**src/rtl/ifetch_ctrl_if.sv**
```systemverilog
// Icache request/response bundle between the fetch sequencer and the instruction cache.
interface ifetch_ctrl_if;
    logic [31:0] icache_pcin;
    logic        icache_ren;
    logic        icache_abort;
    logic        icache_dout_valid;

    // Fetch sequencer drives the request side.
    modport master (
        output icache_pcin,
        output icache_ren,
        output icache_abort,
        input  icache_dout_valid
    );

    // Instruction cache answers with line-valid.
    modport slave (
        input  icache_pcin,
        input  icache_ren,
        input  icache_abort,
        output icache_dout_valid
    );
endinterface

```
**src/rtl/ifetch_ctrl.sv**
```systemverilog
// Fetch sequencer: issues 16-byte icache line reads, tracks free IFQ line slots with a
// credit counter, cancels outstanding reads on redirect or watchdog timeout, and forwards
// only non-stale responses to the IFQ as line-write strobes.
module ifetch_ctrl #(
    parameter int unsigned LINES    = 4,
    parameter int unsigned TIMEOUT  = 16,
    parameter logic [31:0] RESET_PC = 32'h0
) (
    input  logic                         clk,
    input  logic                         reset,
    input  logic                         redirect_valid,
    input  logic [31:0]                  redirect_addr,
    input  logic                         line_pop,
    ifetch_ctrl_if.master                ic,
    output logic                         fill_valid,
    output logic [31:0]                  fill_pc,
    output logic [$clog2(LINES+1)-1:0]   credits,
    output logic                         busy
);

    localparam int unsigned CW = $clog2(LINES + 1);
    localparam int unsigned WW = $clog2(TIMEOUT);

    localparam logic [CW-1:0] CreditsMax = CW'(LINES);
    localparam logic [WW-1:0] WaitLast   = WW'(TIMEOUT - 1);

    typedef enum logic [1:0] {
        StIdle  = 2'd0,
        StWait  = 2'd1,
        StAbort = 2'd2
    } state_e;

    state_e        state_q, state_d;
    logic [31:0]   fetch_pc_q, fetch_pc_d;
    logic [CW-1:0] credits_q, credits_d;
    logic [WW-1:0] wait_cnt_q, wait_cnt_d;

    // Credit count after this cycle's fill and pop; pops at full capacity saturate.
    logic [CW-1:0] credits_upd;

    // Low nibble of the redirect target only selects a byte within the line.
    logic unused_redirect_lo;
    assign unused_redirect_lo = ^redirect_addr[3:0];

    // Moore outputs from state, plus the one combinational accept strobe.
    always_comb begin
        ic.icache_ren   = (state_q == StWait);
        ic.icache_abort = (state_q == StAbort);
        ic.icache_pcin  = fetch_pc_q;
        fill_pc         = fetch_pc_q;
        busy            = (state_q == StWait);
        credits         = credits_q;
        // A redirect in the same cycle makes the arriving line stale.
        fill_valid      = (state_q == StWait) & ic.icache_dout_valid & ~redirect_valid;
    end

    // Credit arithmetic: consume on fill, return on pop, never exceed LINES.
    always_comb begin
        credits_upd = credits_q;
        if (fill_valid) begin
            credits_upd = credits_upd - CW'(1);
        end
        if (line_pop && (credits_upd != CreditsMax)) begin
            credits_upd = credits_upd + CW'(1);
        end
    end

    // Next-state logic; redirect overrides everything, including pops and responses.
    always_comb begin
        state_d    = state_q;
        fetch_pc_d = fetch_pc_q;
        credits_d  = credits_upd;
        wait_cnt_d = wait_cnt_q;

        if (redirect_valid) begin
            fetch_pc_d = {redirect_addr[31:4], 4'h0};
            credits_d  = CreditsMax;
            wait_cnt_d = '0;
            // Only an outstanding read needs an explicit cancel.
            state_d    = (state_q == StWait) ? StAbort : StIdle;
        end else begin
            unique case (state_q)
                StIdle: begin
                    if (credits_q != '0) begin
                        state_d    = StWait;
                        wait_cnt_d = '0;
                    end
                end
                StWait: begin
                    if (ic.icache_dout_valid) begin
                        fetch_pc_d = fetch_pc_q + 32'd16;
                        wait_cnt_d = '0;
                        // Back-to-back issue while the IFQ still has room.
                        state_d    = (credits_upd != '0) ? StWait : StIdle;
                    end else if (wait_cnt_q == WaitLast) begin
                        // fetch_pc is kept so the same line is retried.
                        state_d = StAbort;
                    end else begin
                        wait_cnt_d = wait_cnt_q + WW'(1);
                    end
                end
                StAbort: begin
                    state_d = StIdle;
                end
                default: begin
                    state_d = StIdle;
                end
            endcase
        end
    end

    // State registers with synchronous active-low reset.
    always_ff @(posedge clk) begin
        if (!reset) begin
            state_q    <= StIdle;
            fetch_pc_q <= RESET_PC;
            credits_q  <= CreditsMax;
            wait_cnt_q <= '0;
        end else begin
            state_q    <= state_d;
            fetch_pc_q <= fetch_pc_d;
            credits_q  <= credits_d;
            wait_cnt_q <= wait_cnt_d;
        end
    end

endmodule
```
**src/flat_wrapper.sv**
```systemverilog
// flat-port wrapper written by rule: the top's interface ports become plain ports
module ifetch_ctrl_flat 
#(
    parameter int unsigned LINES    = 4,
    parameter int unsigned TIMEOUT  = 16,
    parameter logic [31:0] RESET_PC = 32'h0
)
  (clk, reset, redirect_valid, redirect_addr, line_pop, fill_valid, fill_pc, credits, busy, ic_icache_pcin, ic_icache_ren, ic_icache_abort, ic_icache_dout_valid);
  ifetch_ctrl_if ic_i ();
  input  logic clk;
  input  logic reset;
  input  logic redirect_valid;
  input  logic [31:0] redirect_addr;
  input  logic line_pop;
  output logic fill_valid;
  output logic [31:0] fill_pc;
  output logic [$clog2(LINES+1)-1:0] credits;
  output logic busy;
  output wire logic [$bits(ic_i.icache_pcin)-1:0] ic_icache_pcin;
  output wire logic [$bits(ic_i.icache_ren)-1:0] ic_icache_ren;
  output wire logic [$bits(ic_i.icache_abort)-1:0] ic_icache_abort;
  input wire logic [$bits(ic_i.icache_dout_valid)-1:0] ic_icache_dout_valid;
  assign ic_icache_pcin = ic_i.icache_pcin;
  assign ic_icache_ren = ic_i.icache_ren;
  assign ic_icache_abort = ic_i.icache_abort;
  assign ic_i.icache_dout_valid = ic_icache_dout_valid;
  ifetch_ctrl #(.LINES(LINES), .TIMEOUT(TIMEOUT), .RESET_PC(RESET_PC)) u_core (.clk(clk), .reset(reset), .redirect_valid(redirect_valid), .redirect_addr(redirect_addr), .line_pop(line_pop), .ic(ic_i), .fill_valid(fill_valid), .fill_pc(fill_pc), .credits(credits), .busy(busy));
endmodule
```
**config.mk**
```make
export PLATFORM = sky130hd
export DESIGN_NAME = ifetch_ctrl_flat
export DESIGN_NICKNAME = d
export VERILOG_FILES = /design/src/rtl/ifetch_ctrl_if.sv /design/src/rtl/ifetch_ctrl.sv /design/src/flat_wrapper.sv
export SDC_FILE = /design/constraint.sdc
export NUM_CORES = 1
export LEC_CHECK = 0
export CORE_MARGIN = 8
export CORE_UTILIZATION = 45
export CTS_BUF_LIST = sky130_fd_sc_hd__clkbuf_4 sky130_fd_sc_hd__clkbuf_8
export CTS_CLUSTER_SIZE = 40
export DETAILED_ROUTE_END_ITERATION = 16
export GPL_ROUTABILITY_DRIVEN = 0
export PLACE_DENSITY = 0.85
export SYNTH_ARGS = -nofsm -noshare
export SYNTH_HDL_FRONTEND = slang
export SYNTH_SLANG_ARGS = --single-unit
export TNS_END_PERCENT = 100
```
**constraint.sdc**
```tcl
create_clock -name clk -period 3.63 [get_ports clk]
set_input_delay 1.089 -clock clk [delete_from_list [all_inputs] [get_ports clk]]
set_output_delay 1.089 -clock clk [all_outputs]
set_load 0.1 [all_outputs]
```
### Word level (Yosys, flattened, before mapping)

Index checks and enable logic that the tools add are counted.

| storage, ports and cells | value |
|---|---|
| flip-flop bits (word level) | 41 |
| input bits | 37 |
| output and inout port bits | 71 |

| cells by class | value |
|---|---|
| add/subtract/negate cells | 4 |
| eq/ne operators | 8 |
| multiplexer cells | 16 |
| bitwise logic cells | 4 |
| reductions and logical operators | 12 |

Operator list:

| operator | count |
|---|---|
| 2-to-1 mux 32 bit | 3 |
| adder 32 x 5 -> 32 bit, second input constant | 1 |
| 2-to-1 mux 4 bit | 3 |
| 2-to-1 mux 2 bit | 5 |
| one-hot mux 4 bit (2 select lines) | 1 |
| 2-to-1 mux 3 bit | 2 |
| inequality test 3 bit, second input constant | 2 |
| AND reduction 2 bit | 3 |
| nonzero test 2 bit | 3 |
| nonzero test 3 bit | 2 |
| adder 4 x 1 -> 4 bit, second input constant | 1 |
| == test 4 bit, second input constant | 1 |
| inequality test 4 x 2 -> 1 bit, second input constant | 1 |
| one-hot mux 2 bit (2 select lines) | 1 |
| adder 3 x 1 -> 3 bit, second input constant | 1 |
| inequality test 3 x 2 -> 1 bit, second input constant | 1 |
| AND reduction 3 bit | 1 |
| subtractor 3 x 1 -> 3 bit, second input constant | 1 |
| bitwise AND 1 bit | 2 |
| == test 2 x 1 -> 1 bit, second input constant | 1 |
| == test 2 bit, second input constant | 1 |
| zero test 2 bit | 1 |
| inequality test 2 x 1 -> 1 bit, second input constant | 1 |
| NOT 1 bit | 2 |
| other kinds (3) | 3 |

### Depth between registers and ports, before layout

| logic depth | value |
|---|---|
| word-level depth | 12 |
| gate-level depth with buffers | 10 |
| mapped depth without buffers | 10 |

### Least setup slack after synthesis

OpenSTA, ideal clock, no wires.

| path | value |
|---|---|
| path type | reg2out |
| start point | register u_core.state_q[0] |
| end point | output port ic_icache_ren |
| arrival time | 2.455 ns |
| required time | 2.541 ns |
| path slack | 0.086 ns |
| stages on the path, launching flop included | 3 |
| path buffers | 1 |
| cell sequence | dfxtp_1 > nor2b_1 > buf_4 |

| on the way | value |
|---|---|
| longest elaborated chain between the ends | 1 |

Ends and longest elaborated chain:

| what | RTL line | source |
|---|---|---|
| from (decl) | ifetch_ctrl.sv:33 | `state_e state_q, state_d;` |
| from (signal assigned) | ifetch_ctrl.sv:115 | `state_q <= StIdle;` |
| from (signal assigned) | ifetch_ctrl.sv:120 | `state_q <= state_d;` |
| == test 2 x 1 -> 1 bit | n/a |  |
| to (decl) | flat_wrapper.sv:20 | `output wire logic [$bits(ic_i.icache_ren)-1:0] ic_icache_ren;` |

Every way passes these cells.

### Worst setup path in the final report

| path | value |
|---|---|
| start point | input port redirect_valid |
| end point | output port fill_valid |

| on the way | value |
|---|---|
| longest elaborated chain between the ends | 2 |

Ends and longest elaborated chain:

| what | RTL line | source |
|---|---|---|
| from (decl) | flat_wrapper.sv:12 | `input logic redirect_valid;` |
| NOT 1 bit | ifetch_ctrl.sv:54 | `fill_valid = (state_q == StWait) & ic.icache_dout_valid & ~redirect_valid;` |
| bitwise AND 1 bit | ifetch_ctrl.sv:54 |  |
| to (decl) | flat_wrapper.sv:15 | `output logic fill_valid;` |

Every way passes these cells.

==> impl_metrics.tcl <==
set metrics [dict create \
    status "completed" \
    power.switching_mw 0.621 \
    synth_xor_xnor_area_share_pct 10.5 \
    layout_worst_path_cycle_share_pct 89.2 \
    clock-sinks 37 \
    rr_worst_depth 9 \
    numCtsBuffers 5 \
    yosys.area_share.simple_pct 21.6 \
    first_global_vias 2184 \
    drc 0 \
    p_sw_share_pct 45.1 \
    synth_area_leaders "dfxtp_1, buf_4, a21oi_1" \
    synth_largest_area_cell "dfxtp_1" \
    cts-resized-gates 0 \
    power-per-cell-area_nw_per_um2 435 \
    ios 108 \
    hp-class "reg -> reg" \
    path_clk_slew_ns 0.07 \
    die-area_um2 7980 \
    synthAdderAreaFrac_pct 3.10 \
    end_kind "output port" \
    final-setup-viol-count 0 \
    synthMuxAreaShare_pct 1.45 \
    clkLatencyLatePin_ns 0.29 \
    clock_skew_ns 0.00853 \
    synthDistinctLibCells 45 \
    drive_above_1_share_pct 22.9 \
    clkPwrFrac_pct 25.1 \
    rows 26 \
    grt_pass1_wl_mm 10.4 \
    synth-main-ff-cell "dfxtp_1" \
    slew_headroom_pct 58.6 \
    fin_crit_ns 3.24 \
    hold_viol_final 0 \
    maxSlewViolCount 0 \
    synth_top_family_by_area "simple AND/OR/NAND/NOR gates" \
    drtIter0Drc 71 \
    num_vias 2280 \
    ant_nets 0 \
    syn_inst 300 \
    overflow 0 \
    finalNetCount 410 \
    die_w_um 89.4 \
    grt_max_degree 47 \
    p_leak_nw 1.33 \
    area_growth_pct 30.7 \
    clockRootBuffer "clkbuf_8" \
    max_freq_mhz 309 \
    diodes 0 \
    ys_async_sr_fraction_pct 0 \
    cp_max_fo 7 \
    post-cts-setup-buffer-count 0 \
    total_power_mw 1.38 \
    cp.arrival_ns 2.15 \
    worst_pin_slew_ns 0.618 \
    avgSynthCellArea_um2 8.07 \
    synth_compound_area_share_pct 17.8 \
    clk_path_buf_depth 2 \
    p_int_mw 0.756 \
    place_area_um2 3060 \
    via_per_inst 5.22 \
    wl_per_cell_um 15.0 \
    grtUsageTotal_pct 16.2 \
    cts_hold_buf 0 \
    vdd_drop_max_mv 0.183 \
    synth_commonest_cells "buf_4, dfxtp_1, a21oi_1" \
    seq_power_share_pct 33.6 \
    hold_depth 2 \
    ys_ff_latch 37 \
    htreeDepth 2 \
    reg2reg_setup_slack_ns 1.21 \
    final_cells 437 \
    combPwrFrac_pct 41.2 \
    placedCellCount 430 \
    ys_seq_area_share_pct 30.6 \
    dieHeight_um 89.4 \
    wl_mm 6.55 \
    firstDrtPassIters 4 \
    synth-edff-count 0 \
    antenna_found_initial 0 \
    rsz0062_at_grt "false" \
    start_kind "input pin" \
    hpwl_mm 5.03 \
    drv_cap 0 \
    crit_type "in -> out" \
    netlist.area_leader.share_pct 30.6 \
    start_util_pct 47.1 \
    core_area_um2 5140 \
    cts_tree "done" \
    synth_area_um2 2420 \
    ys_warn_count 0 \
    portBuffers 95 \
    worstPathRequired_ns 2.54 \
    tns_ns 0 \
    fin_area_um2 3170 \
]
final cells by class:
cell class	instances	area, um^2
clock inverters	2	35.0
fillers	498	1970
multi-input cells	212	1350
clock buffers	5	68.8
flip-flops and latches	37	741
repair buffers	100	843
well taps	70	87.6
inverters	11	42.5
power by group through the flow:
stage / Sequential (mW) / Combinational (mW) / Clock, mW
after floorplan: 0.622 / 0.322 / 0
after global placement: 0.471 / 0.564 / 0
after detailed placement: 0.473 / 0.568 / 0
after CTS: 0.463 / 0.569 / 0.353
after global routing: 0.469 / 0.588 / 0.372
final: 0.463 / 0.567 / 0.346
registers in the layout (all words and copies together) (netlist names):
register / cells
u_core.credits: 3
u_core.fill_pc: 28
u_core.state_q: 2
u_core.wait_cnt_q: 4
stage by stage:
step | utilization [%] | hold WS (ns) | setup slack, ns
2_1_floorplan | - | 0.485 | 0.0859
3_3_place_gp | 59.6 | 0.510 | 0.230
3_5_place_dp | 59.6 | 0.541 | 0.163
4_1_cts | 61.6 | 0.559 | 0.394
5_1_grt | 61.6 | 0.613 | 0.265
6_report | 61.6 | 0.553 | 0.391
final timing paths:
| path | startpoint | endpoint |
|---|---|---|
| worst max-delay path | redirect_valid | fill_valid |
| worst min-delay path | u_core.wait_cnt_q[1]$_SDFFE_PP0P_ | u_core.wait_cnt_q[1]$_SDFFE_PP0P_ |
| worst max register to register | u_core.state_q[1]$_SDFFE_PN0P_ | u_core.state_q[0]$_SDFFE_PN0P_ |
| worst min register to register | u_core.wait_cnt_q[1]$_SDFFE_PP0P_ | u_core.wait_cnt_q[1]$_SDFFE_PP0P_ |
logic make-up (layout without fill, tap and decap cells):
family                     after synthesis  in the layout
adders and majority gates                6              6
muxes                                    3              3
AOI/OAI and AO/OA                       73             73
DFF                                     37             37
and+or+nand+nor                         93             93
buffers and inverters                   58            118
other                                    1              8
xor gates and xnor gates                29             29
worst max-delay path, cell delays in order:
cell             delay [ns]
clkdlybuf4s50_1        0.42
nand4bb_4              0.28
clkinv_2               0.16
buf_12                 0.19
layout by cell type, fill, tap and decap left out, types with 2 or more instances in the layout:
| cell type | Yosys | routed |
|---|---|---|
| mux2i_1 | 2 | 2 |
| a211oi_1 | 2 | 2 |
| nand4_1 | 9 | 9 |
| dfxtp_1 | 37 | 37 |
| nor2_1 | 10 | 10 |
| and2_1 | 5 | 5 |
| nand2b_1 | 2 | 2 |
| clkinv_2 | 1 | 2 |
| o21ai_0 | 27 | 27 |
| and3_1 | 6 | 6 |
| nor4_1 | 4 | 4 |
| nand4b_1 | 2 | 2 |
| clkbuf_8 | 0 | 5 |
| nand2_1 | 23 | 23 |
| clkdlybuf4s50_1 | 0 | 32 |
| and4_1 | 2 | 2 |
| a31oi_1 | 2 | 2 |
| conb_1 | 1 | 8 |
| inv_1 | 9 | 9 |
| xor2_1 | 13 | 13 |
| xnor2_1 | 16 | 16 |
| ha_1 | 6 | 6 |
| or3_1 | 2 | 2 |
| o211a_1 | 4 | 4 |
| buf_4 | 37 | 67 |
| nor3_1 | 7 | 7 |
| a21o_1 | 2 | 2 |
| nor2b_1 | 4 | 4 |
| nand3_1 | 11 | 11 |
| a21oi_1 | 29 | 29 |
routing by layer:
metal | vias up | wire [um] | GRT usage, %
li1 | 1141 | - | -
met2 | 72 | 3220 | 28.1
met5 | - | 0 | 0
met3 | 6 | 675 | 5.51
met4 | 0 | 51 | 4.38
met1 | 1061 | 2600 | 18.3
Note: power is estimated with default switching activity, not from simulation.
